File: src/rtl/kei_i2c_intr_agg.sv
// kei_i2c_intr_agg: synchronises raw I2C interrupt sources into apb_clk,
// latches them per channel (edge or level), masks them and coalesces
// events by count or timeout into a single registered irq.
module kei_i2c_intr_agg #(
    parameter int NUM_INTR    = 15,
    parameter int SYNC_STAGES = 2,
    parameter int CNT_W       = 8
) (
    input  logic                apb_clk,
    input  logic                apb_rst,
    input  logic [NUM_INTR-1:0] intr_src,
    input  logic [NUM_INTR-1:0] edge_mode,
    input  logic [NUM_INTR-1:0] mask,
    input  logic                clr_we,
    input  logic [NUM_INTR-1:0] clr_data,
    input  logic [CNT_W-1:0]    coal_thresh,
    input  logic [CNT_W-1:0]    coal_timeout,
    output logic [NUM_INTR-1:0] raw_stat,
    output logic [NUM_INTR-1:0] masked_stat,
    output logic                irq,
    output logic [CNT_W-1:0]    ev_cnt
);

    localparam logic [1:0] S_IDLE  = 2'd0;
    localparam logic [1:0] S_ACCUM = 2'd1;
    localparam logic [1:0] S_FIRE  = 2'd2;

    logic [SYNC_STAGES-1:0][NUM_INTR-1:0] r_sync;
    logic [NUM_INTR-1:0]                  r_prev;
    logic [NUM_INTR-1:0]                  r_raw;
    logic [1:0]                           r_state;
    logic [CNT_W-1:0]                     r_cnt;
    logic [CNT_W-1:0]                     r_tmr;
    logic                                 r_irq;

    logic [NUM_INTR-1:0] w_sync;
    logic [NUM_INTR-1:0] w_rise;
    logic [NUM_INTR-1:0] w_clr;
    logic [NUM_INTR-1:0] w_raw_nxt;
    logic                w_ev_any;
    logic                w_pend;
    logic [CNT_W-1:0]    w_thresh;
    logic [CNT_W-1:0]    w_cnt_inc;
    logic [CNT_W-1:0]    w_cnt_nxt;
    logic [CNT_W-1:0]    w_tmr_nxt;
    logic                w_fire;
    logic [1:0]          w_state_d;
    logic [CNT_W-1:0]    w_cnt_d;
    logic [CNT_W-1:0]    w_tmr_d;

    // Multi-flop synchroniser chain plus one-cycle delayed copy for edge detect
    always_ff @(posedge apb_clk or posedge apb_rst) begin
        if (apb_rst) begin
            r_sync <= '0;
            r_prev <= '0;
        end else begin
            r_sync[0] <= intr_src;
            for (int s = 1; s < SYNC_STAGES; s++)
                r_sync[s] <= r_sync[s-1];
            r_prev <= w_sync;
        end
    end

    assign w_sync   = r_sync[SYNC_STAGES-1];
    assign w_rise   = w_sync & ~r_prev;
    assign w_clr    = {NUM_INTR{clr_we}} & clr_data;
    // Edge channels: set beats clear. Level channels just track the synced line.
    assign w_raw_nxt = (edge_mode & (w_rise | (r_raw & ~w_clr))) | (~edge_mode & w_sync);

    // Both modes raise an event only on a synced rising edge of an enabled channel
    assign w_ev_any = |(w_rise & mask);
    assign w_pend   = |masked_stat;

    assign w_thresh  = (coal_thresh == '0) ? CNT_W'(1) : coal_thresh;
    assign w_cnt_inc = (r_cnt == '1) ? r_cnt : r_cnt + CNT_W'(1);
    assign w_cnt_nxt = w_ev_any ? w_cnt_inc : r_cnt;
    assign w_tmr_nxt = (r_tmr == '1) ? r_tmr : r_tmr + CNT_W'(1);
    assign w_fire    = (w_cnt_nxt >= w_thresh) ||
                       ((coal_timeout != '0) && (w_tmr_nxt >= coal_timeout));

    // Per-channel status latch
    always_ff @(posedge apb_clk or posedge apb_rst) begin
        if (apb_rst) r_raw <= '0;
        else         r_raw <= w_raw_nxt;
    end

    // Coalescing FSM next-state, counter and timer
    always_comb begin
        w_state_d = r_state;
        w_cnt_d   = r_cnt;
        w_tmr_d   = r_tmr;
        case (r_state)
            S_IDLE: begin
                w_cnt_d = '0;
                w_tmr_d = '0;
                if (w_ev_any || w_pend) begin
                    w_cnt_d   = CNT_W'(1);
                    w_state_d = (w_thresh == CNT_W'(1)) ? S_FIRE : S_ACCUM;
                end
            end
            S_ACCUM: begin
                w_cnt_d = w_cnt_nxt;
                w_tmr_d = w_tmr_nxt;
                // Everything cleared or masked takes precedence over a fire
                if (!w_pend) begin
                    w_state_d = S_IDLE;
                    w_cnt_d   = '0;
                    w_tmr_d   = '0;
                end else if (w_fire) begin
                    w_state_d = S_FIRE;
                end
            end
            S_FIRE: begin
                // Count is frozen at its fire value until the line drains
                if (!w_pend) begin
                    w_state_d = S_IDLE;
                    w_cnt_d   = '0;
                    w_tmr_d   = '0;
                end
            end
            default: begin
                w_state_d = S_IDLE;
                w_cnt_d   = '0;
                w_tmr_d   = '0;
            end
        endcase
    end

    // FSM state, counter, timer and registered irq
    always_ff @(posedge apb_clk or posedge apb_rst) begin
        if (apb_rst) begin
            r_state <= S_IDLE;
            r_cnt   <= '0;
            r_tmr   <= '0;
            r_irq   <= 1'b0;
        end else begin
            r_state <= w_state_d;
            r_cnt   <= w_cnt_d;
            r_tmr   <= w_tmr_d;
            r_irq   <= (w_state_d == S_FIRE);
        end
    end

    assign raw_stat    = r_raw;
    assign masked_stat = r_raw & mask;
    assign irq         = r_irq;
    assign ev_cnt      = r_cnt;

endmodule

File: config.mk
export PLATFORM = sky130hd
export DESIGN_NAME = kei_i2c_intr_agg
export DESIGN_NICKNAME = d
export VERILOG_FILES = /design/src/rtl/kei_i2c_intr_agg.sv
export SDC_FILE = /design/constraint.sdc
export NUM_CORES = 1
export LEC_CHECK = 0
export CAP_MARGIN = 10
export CORE_ASPECT_RATIO = 0.8
export CORE_MARGIN = 2
export CORE_UTILIZATION = 40
export DETAILED_ROUTE_END_ITERATION = 10
export PLACE_DENSITY = 0.71
export SYNTH_ARGS = -nofsm -noshare
export SYNTH_HDL_FRONTEND = slang
export SYNTH_SLANG_ARGS = --single-unit
File: constraint.sdc
create_clock -name apb_clk -period 3.55 [get_ports apb_clk]
set_clock_uncertainty 0.05 [all_clocks]
set_input_delay 0.71 -clock apb_clk [delete_from_list [all_inputs] [get_ports apb_clk]]
set_output_delay 0.71 -clock apb_clk [all_outputs]
set_load 0.02 [all_outputs]
==> flow_metrics.tcl <==
set metrics [dict create \
    status "finished clean" \
    chip_height_um 89.4 \
    synth_enable_flop_cells 0 \
    post_synth_inst_count 343 \
    setup_viol 0 \
    final_common_cell "sky130_fd_sc_hd__clkdlybuf4s50_1" \
    hold_path_startpoint "r_sync[2]" \
    cell_at_the_root_of_the_clock_tree "sky130_fd_sc_hd__clkbuf_16" \
    bufs_on_longest_clock_path 2 \
    layout_worst_path_cycle_share 0.914 \
    worst_ir_drop_vdd_mv 0.300 \
    yosys_most_used_dff "sky130_fd_sc_hd__dfrtp_1" \
    criticalPathCategory "in -> reg" \
    antenna_found_initial 0 \
    met3WireLength_um 510 \
    maxUsedRoutingLayer "met4" \
    core.rowCount 31 \
    power_per_cell_area_nw_per_um2 562 \
    p_switching_mw 0.932 \
    antenna_violation_net_count_after_detailed_routing 0 \
    pre_cts_slack_ps -203 \
    critPathLaunchType "primary input" \
    mostFrequentLayoutCells "sky130_fd_sc_hd__clkdlybuf4s50_1 (117), sky130_fd_sc_hd__dfrtp_1 (79), sky130_fd_sc_hd__nand2_1 (60), sky130_fd_sc_hd__ha_1 (18), sky130_fd_sc_hd__nor2_1 (17)" \
    grt_setup_unrepaired "false" \
    postSynthNetCount 440 \
    route.vias.total 3133 \
    dpl.cell_count 581 \
    sum_of_negative_setup_slack_ps 0 \
    dieArea_um2 9890 \
    cts.sinks 79 \
    route.detailed.wl_per_inst_um 16.2 \
    cts_buffers 9 \
    floorplan.initialDensity 0.407 \
    met2_wirelength_um 4630 \
    arrival_ps 3380 \
    hold_slack_ps 296 \
    hold_viol 0 \
    inserted_diodes 0 \
    route.layer.met1.wl_um 4460 \
    final_cell_count_no_fill 597 \
    worst_slew_pin_slew_ps 949 \
    yosys.area.top_type "sky130_fd_sc_hd__dfrtp_1" \
    min_path_type "reg -> reg" \
    worst_slew_margin_rel 0.364 \
    startpoint "mask[3]" \
    mappedNetlistArea_um2 3640 \
    p_leak_nw 2.35 \
    cts.clk_slew.worst_paths_ps 60 \
    synth_largest_type_area_fraction 0.543 \
    share_of_cells_above_drive_strength_1 0.0830 \
    synth_cell_type_count 48 \
    critical_path_required_ps 3690 \
    worstSkewPairLatency_ps 330 \
    timing.final.ws_setup_ps 305 \
    cts_tree "done" \
    pin_count_of_the_biggest_net_entering_global_routing 44 \
    avgSynthCellArea_um2 10.6 \
    dieWidth_um 111 \
    layout_min_cycle_time_ps 3240 \
    place.detailed.hpwl_um 7360 \
    worstReg2RegStart "ev_cnt[0]" \
    viasPerCell 5.25 \
    max_clock_freq_ghz 0.308 \
    switching_share 0.310 \
    finalMaxSlewViolations 0 \
    yosysWarningCount 0 \
    max_cap_violations 0 \
    buffer_ports.inserted 117 \
    global_route_wire_length_before_repair_um 15500 \
    synth.yosys.seq_area_share 0.543 \
    area.growth.synth_to_final_pct 46.9 \
    yosys-top-cells-area "sky130_fd_sc_hd__dfrtp_1 (54%), sky130_fd_sc_hd__ha_1 (6.2%), sky130_fd_sc_hd__nand2_1 (6.2%)" \
    post_cts_hold_buffer_count 0 \
    final_stage_net_count 574 \
    global_route.usage.total 0.200 \
    yosys_register_bits 79 \
    core_area_um2 8960 \
    crit_path_capture_type "flop" \
    detailedRoute.firstPassIterationCount 4 \
    gp_congestion 0.828 \
    p_comb_frac 0.295 \
    detail_route.iter0.violations 134 \
    ys_async_sr_fraction 1.00 \
    cts_max_level 3 \
    power.internal_mw 2.07 \
    grt_pass1_vias 3111 \
    drt-total-wl_um 9640 \
    detail_route.drc_violations 0 \
    power_frac_seq 0.377 \
    gr-total-overflow 0 \
    floorplan.io_pins 118 \
    power.clock.fraction 0.328 \
    pwr_total_mw 3.01 \
    cp_max_fo 5 \
]
## final timing paths
path,cells past startpoint,endpoint,slack [ps]
setup / recovery,14,r_state[1],310
hold / removal,0,w_sync[2],300
setup reg to reg,12,r_state[1],320
hold reg to reg,0,w_sync[2],300
max in group asynchronous,3,ev_cnt[6],1950
min in group asynchronous,2,raw_stat[2],760
## per-stage QoR
stage | instance area [µm²] | utilization
2_1_floorplan | 3640 | -
3_3_place_gp | 5010 | 0.559
3_5_place_dp | 5010 | 0.559
4_1_cts | 5330 | 0.595
5_1_grt | 5350 | 0.597
6_report | 5350 | 0.597
## flip-flops by register name, indices dropped and copies added (netlist names)
register and count:
r_sync 15, r_prev 15, raw_stat 15, w_sync 15, r_state 2, r_tmr 8, irq 1, ev_cnt 8
## worst max-delay path, cell delays in order
cell                              delay [ps]
sky130_fd_sc_hd__clkdlybuf4s50_1         420
sky130_fd_sc_hd__nand2_1                  80
sky130_fd_sc_hd__o22ai_1                 100
sky130_fd_sc_hd__nor4_2                  420
sky130_fd_sc_hd__a32oi_1                 110
sky130_fd_sc_hd__buf_4                   180
sky130_fd_sc_hd__and2_1                  170
sky130_fd_sc_hd__xor2_1                  150
sky130_fd_sc_hd__ha_1                    210
sky130_fd_sc_hd__a211oi_1                200
sky130_fd_sc_hd__nor2_1                   80
sky130_fd_sc_hd__a211oi_1                250
sky130_fd_sc_hd__and3_1                  200
sky130_fd_sc_hd__o21ai_0                  90
## power groups by stage
stage,sequential (mW),clock (mW),combinational (mW)
after global placement,1.14,0,0.862
final,1.13,0.987,0.886
after global routing,1.15,1.06,0.979
after CTS,1.13,1.01,0.884
after detailed placement,1.15,0,0.877
after floorplan,1.16,0,0.492
## logic make-up (layout without fill, tap and decap cells)
kind of cell / after synthesis / in the layout / share of synthesized area
AO/OA/AOI/OAI: 77 / 77 / 0.156
XOR/XNOR: 8 / 8 / 0.0192
adder cells (fa/ha/maj): 18 / 18 / 0.0618
buffers and inverters: 22 / 161 / 0.0268
flip-flops: 79 / 79 / 0.543
multiplexers: 2 / 2 / 0.00618
AND/OR/NAND/NOR: 137 / 137 / 0.187
## cell usage after synthesis, drive strengths merged, types with 3 or more instances
cell type / n
a22o: 7
nor4: 5
a32o: 16
nand3: 8
and3: 7
nand4: 3
a21oi: 12
clkbuf: 3
dfrtp: 79
nor3: 6
nand2: 60
ha: 18
or4: 3
a31oi: 8
nor2: 17
xor2: 3
o22ai: 7
inv: 16
a21o: 4
buf: 3
o21ai: 10
xnor2: 5
and2: 18
## cell type report
| cell class | count | area [µm²] |
|---|---|---|
| fill | 737 | 3610 |
| timing repair buffer | 129 | 1260 |
| clock inverter | 6 | 92.6 |
| sequential | 79 | 1980 |
| inverter | 16 | 61.3 |
| multi-input combinational | 242 | 1590 |
| tap | 115 | 144 |
| clock buffer | 10 | 229 |
## per-layer routing
| layer | global-route usage | vias to the layer above |
|---|---|---|
| met3 | 0.0556 | 4 |
| met1 | 0.280 | 1503 |
| li1 | - | 1527 |
| met4 | 0.0409 | 0 |
| met2 | 0.317 | 99 |
| met5 | 0 | - |
## repair_timing
item,4_1_cts,5_1_grt
resized for setup,0,3
buffers inserted,0,0
endpoints found under the setup margin,0,3
(Power assumes the default switching activity.)
==> patch 1, RTL diff (same settings) <==
Register the input `edge_mode` before use. The logic sees it one clock later. The other inputs are not delayed to match.
--- a/src/rtl/kei_i2c_intr_agg.sv
+++ b/src/rtl/kei_i2c_intr_agg.sv
@@ -24,6 +24,12 @@
     localparam logic [1:0] S_IDLE  = 2'd0;
     localparam logic [1:0] S_ACCUM = 2'd1;
     localparam logic [1:0] S_FIRE  = 2'd2;
+
+    logic [NUM_INTR-1:0] edge_mode_q;
+
+    always_ff @(posedge apb_clk) begin
+        edge_mode_q <= edge_mode;
+    end
 
     logic [SYNC_STAGES-1:0][NUM_INTR-1:0] r_sync;
     logic [NUM_INTR-1:0]                  r_prev;
@@ -65,7 +71,7 @@
     assign w_rise   = w_sync & ~r_prev;
     assign w_clr    = {NUM_INTR{clr_we}} & clr_data;
     // Edge channels: set beats clear. Level channels just track the synced line.
-    assign w_raw_nxt = (edge_mode & (w_rise | (r_raw & ~w_clr))) | (~edge_mode & w_sync);
+    assign w_raw_nxt = (edge_mode_q & (w_rise | (r_raw & ~w_clr))) | (~edge_mode_q & w_sync);
 
     // Both modes raise an event only on a synced rising edge of an enabled channel
     assign w_ev_any = |(w_rise & mask);
Function: changed (Yosys sat finds a counterexample within 10 cycles, from zero or initial values and one cycle with apb_rst high).
==> patch 1 against the unedited design <==
Final area up 5.2%. Setup slack improved by 0.0067 ns. First-iteration DRC count up 1.5%. Area after synthesis grew 8.2%. Total power rose by 3.8%. Worst hold slack barely moved. Routed wire length rose by 2.0%. Final cell count up 2.8%. Register-to-register slack better by 0.09 ns. Sequential share of layout area is 3.5 points higher. Synthesized cell count rose by 4.4%. Sequential cell count rose by 15. Critical path type unchanged. Largest power group unchanged. Highest routed layer unchanged.
==> patch 1: results (changes against the unedited design) <==
outcome complete, no violations; P_leak 2.48 nW (+5.3%); slew margin rel. 0.366 (+0.00221); met3 usage 0.0668 (+0.0112); Met1 Wirelength 4410 µm (-1.2%); hold_ws 0.296 ns (-0.000120 ns); met2 routed WL 4490 µm (-3.0%); Post-synth ARST share 0.840 (-0.160); placed cells 599 (+3.1%); GR Layer Usage met2 0.295 (-0.0222); crit path capture irq$_DFF_PP0_; post-DP HPWL 7550 µm (+2.7%); routability cong. 0.875 (+5.6%); adder-cell share of the synthesized area 0.0571 (-0.00471); via count of the routed design 3236 (+3.3%); Tot GR Track Use 0.194 (-0.00570); arrival time worst endpoint 3.40 ns (+0.02 ns); Peak Freq 309 MHz (+0.21%); placed inst area 5320 µm² (+6.2%); Post-Syn Nets 455 (+3.4%); worst reg2reg startpoint ev_cnt[1]$_DFFE_PP0P_; sequential area share after synthesis 0.577 (+0.0348); Compound-Gate Fraction of Synth Area 0.144 (-0.0119); largest net degree at the start of global routing 45 (+2.3%); Synth Area in XOR/XNOR 0.0178 (-0.00146); Yosys cell types 49 (+2.1%); Hold Path End w_sync[4]$_DFF_PP0_; DR WL met3 789 µm (+55%); mean post-synth cell area 11.0 µm² (+3.7%); multiplexer share of the synthesized area 0.00571 (-0.000471); global-route wire length before repair 15900 µm (+2.3%); post-layout net count 588 (+2.4%); dpl ws -0.251 ns (-0.0489 ns)
[patch 1: cell types whose count changed after synthesis, sizes merged]
cell | unedited run | this run
dfxtp | 0 | 15
[patch 1: worst max-delay path, stage by stage]
cell,delay (ns)
clkdlybuf4s50_1,0.42
nand2_1,0.07
o22ai_1,0.11
nor4_2,0.46
nand2_1,0.21
a21oi_1,0.19
a31oi_1,0.09
ha_1,0.33
o21ai_0,0.15
nor2_1,0.05
a211oi_1,0.29
and3_1,0.21
o21ai_0,0.09
[patch 1: final cells by class]
class | instances | area [µm²]
inverters | 16 | 61.3
repair buffers | 128 | 1270
well taps | 119 | 149
flip-flops and latches | 94 | 2280
clock buffers | 10 | 229
clock inverters | 5 | 60.1
multi-input cells | 242 | 1590
fillers | 831 | 3980
[patch 1: power breakdown]
part | leakage (nW) | internal (W) | switching [W]
clock network | 0.139 | 0.000544 | 0.000387
registers | 1.08 | 0.00118 | 0.000121
logic | 1.26 | 0.000455 | 0.000433
==> patch 2, RTL diff (same settings) <==
Without the edit above. Set the parameter `SYNC_STAGES` to 1 (it was 2).
--- a/src/rtl/kei_i2c_intr_agg.sv
+++ b/src/rtl/kei_i2c_intr_agg.sv
@@ -3,7 +3,7 @@
 // events by count or timeout into a single registered irq.
 module kei_i2c_intr_agg #(
     parameter int NUM_INTR    = 15,
-    parameter int SYNC_STAGES = 2,
+    parameter int SYNC_STAGES = 1,
     parameter int CNT_W       = 8
 ) (
     input  logic                apb_clk,
Function: changed (Yosys sat finds a counterexample within 4 cycles, from zero or initial values and one cycle with apb_rst high).
==> patch 2 against the unedited design <==
Setup slack worse by 0.057 ns. Area after synthesis is 9.4% lower. Synthesized cell count is 3.8% lower. Sequential cell count is 15 lower. Largest power group unchanged. Routed wire length is 7.9% lower. Final area is 8.3% lower. Critical endpoint is now irq$_DFF_PP0_. First-iteration DRC count is 25% lower. Total power is 15% lower.
==> patch 2: results (changes against the unedited design) <==
outcome complete, no violations; clock-pin transition on the worst setup and hold timing paths 0.08 ns (+0.02 ns); clk root buf clkbuf_8; Tot GR Track Use 0.209 (+0.00928); P_leak 2.17 nW (-7.8%); Layout fillers 664 (-9.9%); largest net degree at the start of global routing 56 (+27%); adder-cell share of the synthesized area 0.0683 (+0.00645); Pre-antenna DRT Iters 5 (+1); arrival time worst endpoint 3.45 ns (+0.07 ns); Compound-Gate Fraction of Synth Area 0.179 (+0.0227); placed inst area 4640 µm² (-7.5%); Wirelength per Cell 15.4 µm (-4.6%); Post-synth top cells dfrtp_1, nand2_1, ha_1, inv_1; Critical-path top delay cell clkdlybuf4s50_1; routability cong. 0.849 (+2.5%); Syn. warnings 0 (unchanged); Post-Syn Nets 427 (-3.0%); layout cells sized above 1 0.0919 (+0.00889); Switching Fraction 0.336 (+0.0255); antenna violations before repair 0 (unchanged); Worst path max stage delay 0.44 ns (+0.02 ns); worst reg2reg startpoint r_tmr[3]$_DFFE_PP0P_; Synth Area in XOR/XNOR 0.0239 (+0.00466); vias in the first global route 3153 (+1.4%); slew margin rel. 0.160 (-0.204); post-layout net count 560 (-2.4%); VDD IR max 0.258 mV (-14%); cell family with most CP delay simple AND/OR/NAND/NOR gates; worst-path fanout max 3 (-2); Reg2Reg Setup Slack 0.64 ns (+0.32 ns); R2R cell count 11 (-1); Worst Setup SP mask[8]; 1st-iter DRT viols 101 (-25%); global-route wire length before repair 15000 µm (-3.2%); Post-synth ARST share 1.00 (unchanged); Reg2Reg Capture Point irq$_DFF_PP0_; final period utilization 0.930 (+0.0161); sequential area share after synthesis 0.485 (-0.0572); via count of the routed design 3058 (-2.4%); Yosys cell types 49 (+2.1%); post-DP HPWL 6940 µm (-5.6%); dpl ws -0.319 ns (-0.117 ns); top cells by area, synth dfrtp_1, ha_1, nand2_1; multiplexer share of the synthesized area 0.0102 (+0.00406)
patch 2: how the worst min path moves through the flow:
| stage | start | endpoint | slack (ns) | cells after the start |
|---|---|---|---|---|
| floorplan | r_sync[0]$_DFF_PP0_ | r_prev[0]$_DFF_PP0_ | 0.32 | 0 |
| global placement | r_sync[8]$_DFF_PP0_ | r_prev[8]$_DFF_PP0_ | 0.33 | 0 |
| detailed placement | r_sync[4]$_DFF_PP0_ | r_prev[4]$_DFF_PP0_ | 0.33 | 0 |
| CTS | r_sync[11]$_DFF_PP0_ | r_prev[11]$_DFF_PP0_ | 0.35 | 0 |
| global route | r_sync[7]$_DFF_PP0_ | r_prev[7]$_DFF_PP0_ | 0.37 | 0 |
| finish | r_sync[11]$_DFF_PP0_ | r_prev[11]$_DFF_PP0_ | 0.35 | 0 |
patch 2: kinds of logic after synthesis:
family | Yosys count
xor+xnor | 9
fa+ha+maj | 18
buf+inv | 25
compound gates | 79
simple gates | 132
mux | 3
flops | 64
patch 2: repair_timing:
action / in CTS / in global routing
setup endpoints to repair: 0 / 3
buffers inserted: 0 / 2
resized for setup: 0 / 4
patch 2: layout make-up:
| type | instances | area (µm²) | area share |
|---|---|---|---|
| tap | 108 | 135 | 0.0276 |
| inverter | 18 | 67.6 | 0.0138 |
| multi-input combinational | 241 | 1610 | 0.328 |
| sequential | 64 | 1600 | 0.327 |
| timing repair buffer | 129 | 1260 | 0.257 |
| clock inverter | 6 | 91.3 | 0.0186 |
| clock buffer | 10 | 138 | 0.0281 |
patch 2: per-stage QoR:
step / utilization / std cells
after floorplan: - / 330
after global placement: 0.581 / 558
after detailed placement: 0.581 / 558
after CTS: 0.610 / 574
after global routing: 0.614 / 576
final: 0.614 / 576
patch 2: metal layers:
| layer | vias up | wire [µm] | GRT usage |
|---|---|---|---|
| met5 | - | 0 | 0 |
| met4 | 0 | 68 | 0.0467 |
| met3 | 8 | 830 | 0.0661 |
| met2 | 137 | 3890 | 0.316 |
| met1 | 1427 | 4090 | 0.297 |
| li1 | 1486 | - | - |
patch 2: power groups by stage:
| stage | Sequential, W | Clock (W) | Combinational, W |
|---|---|---|---|
| global route | 0.000959 | 0.000761 | 0.00102 |
| global placement | 0.000951 | 0 | 0.000874 |
| detailed placement | 0.000955 | 0 | 0.000897 |
| CTS | 0.000942 | 0.000726 | 0.000904 |
| finish | 0.000944 | 0.000706 | 0.000908 |
| floorplan | 0.000982 | 0 | 0.000502 |
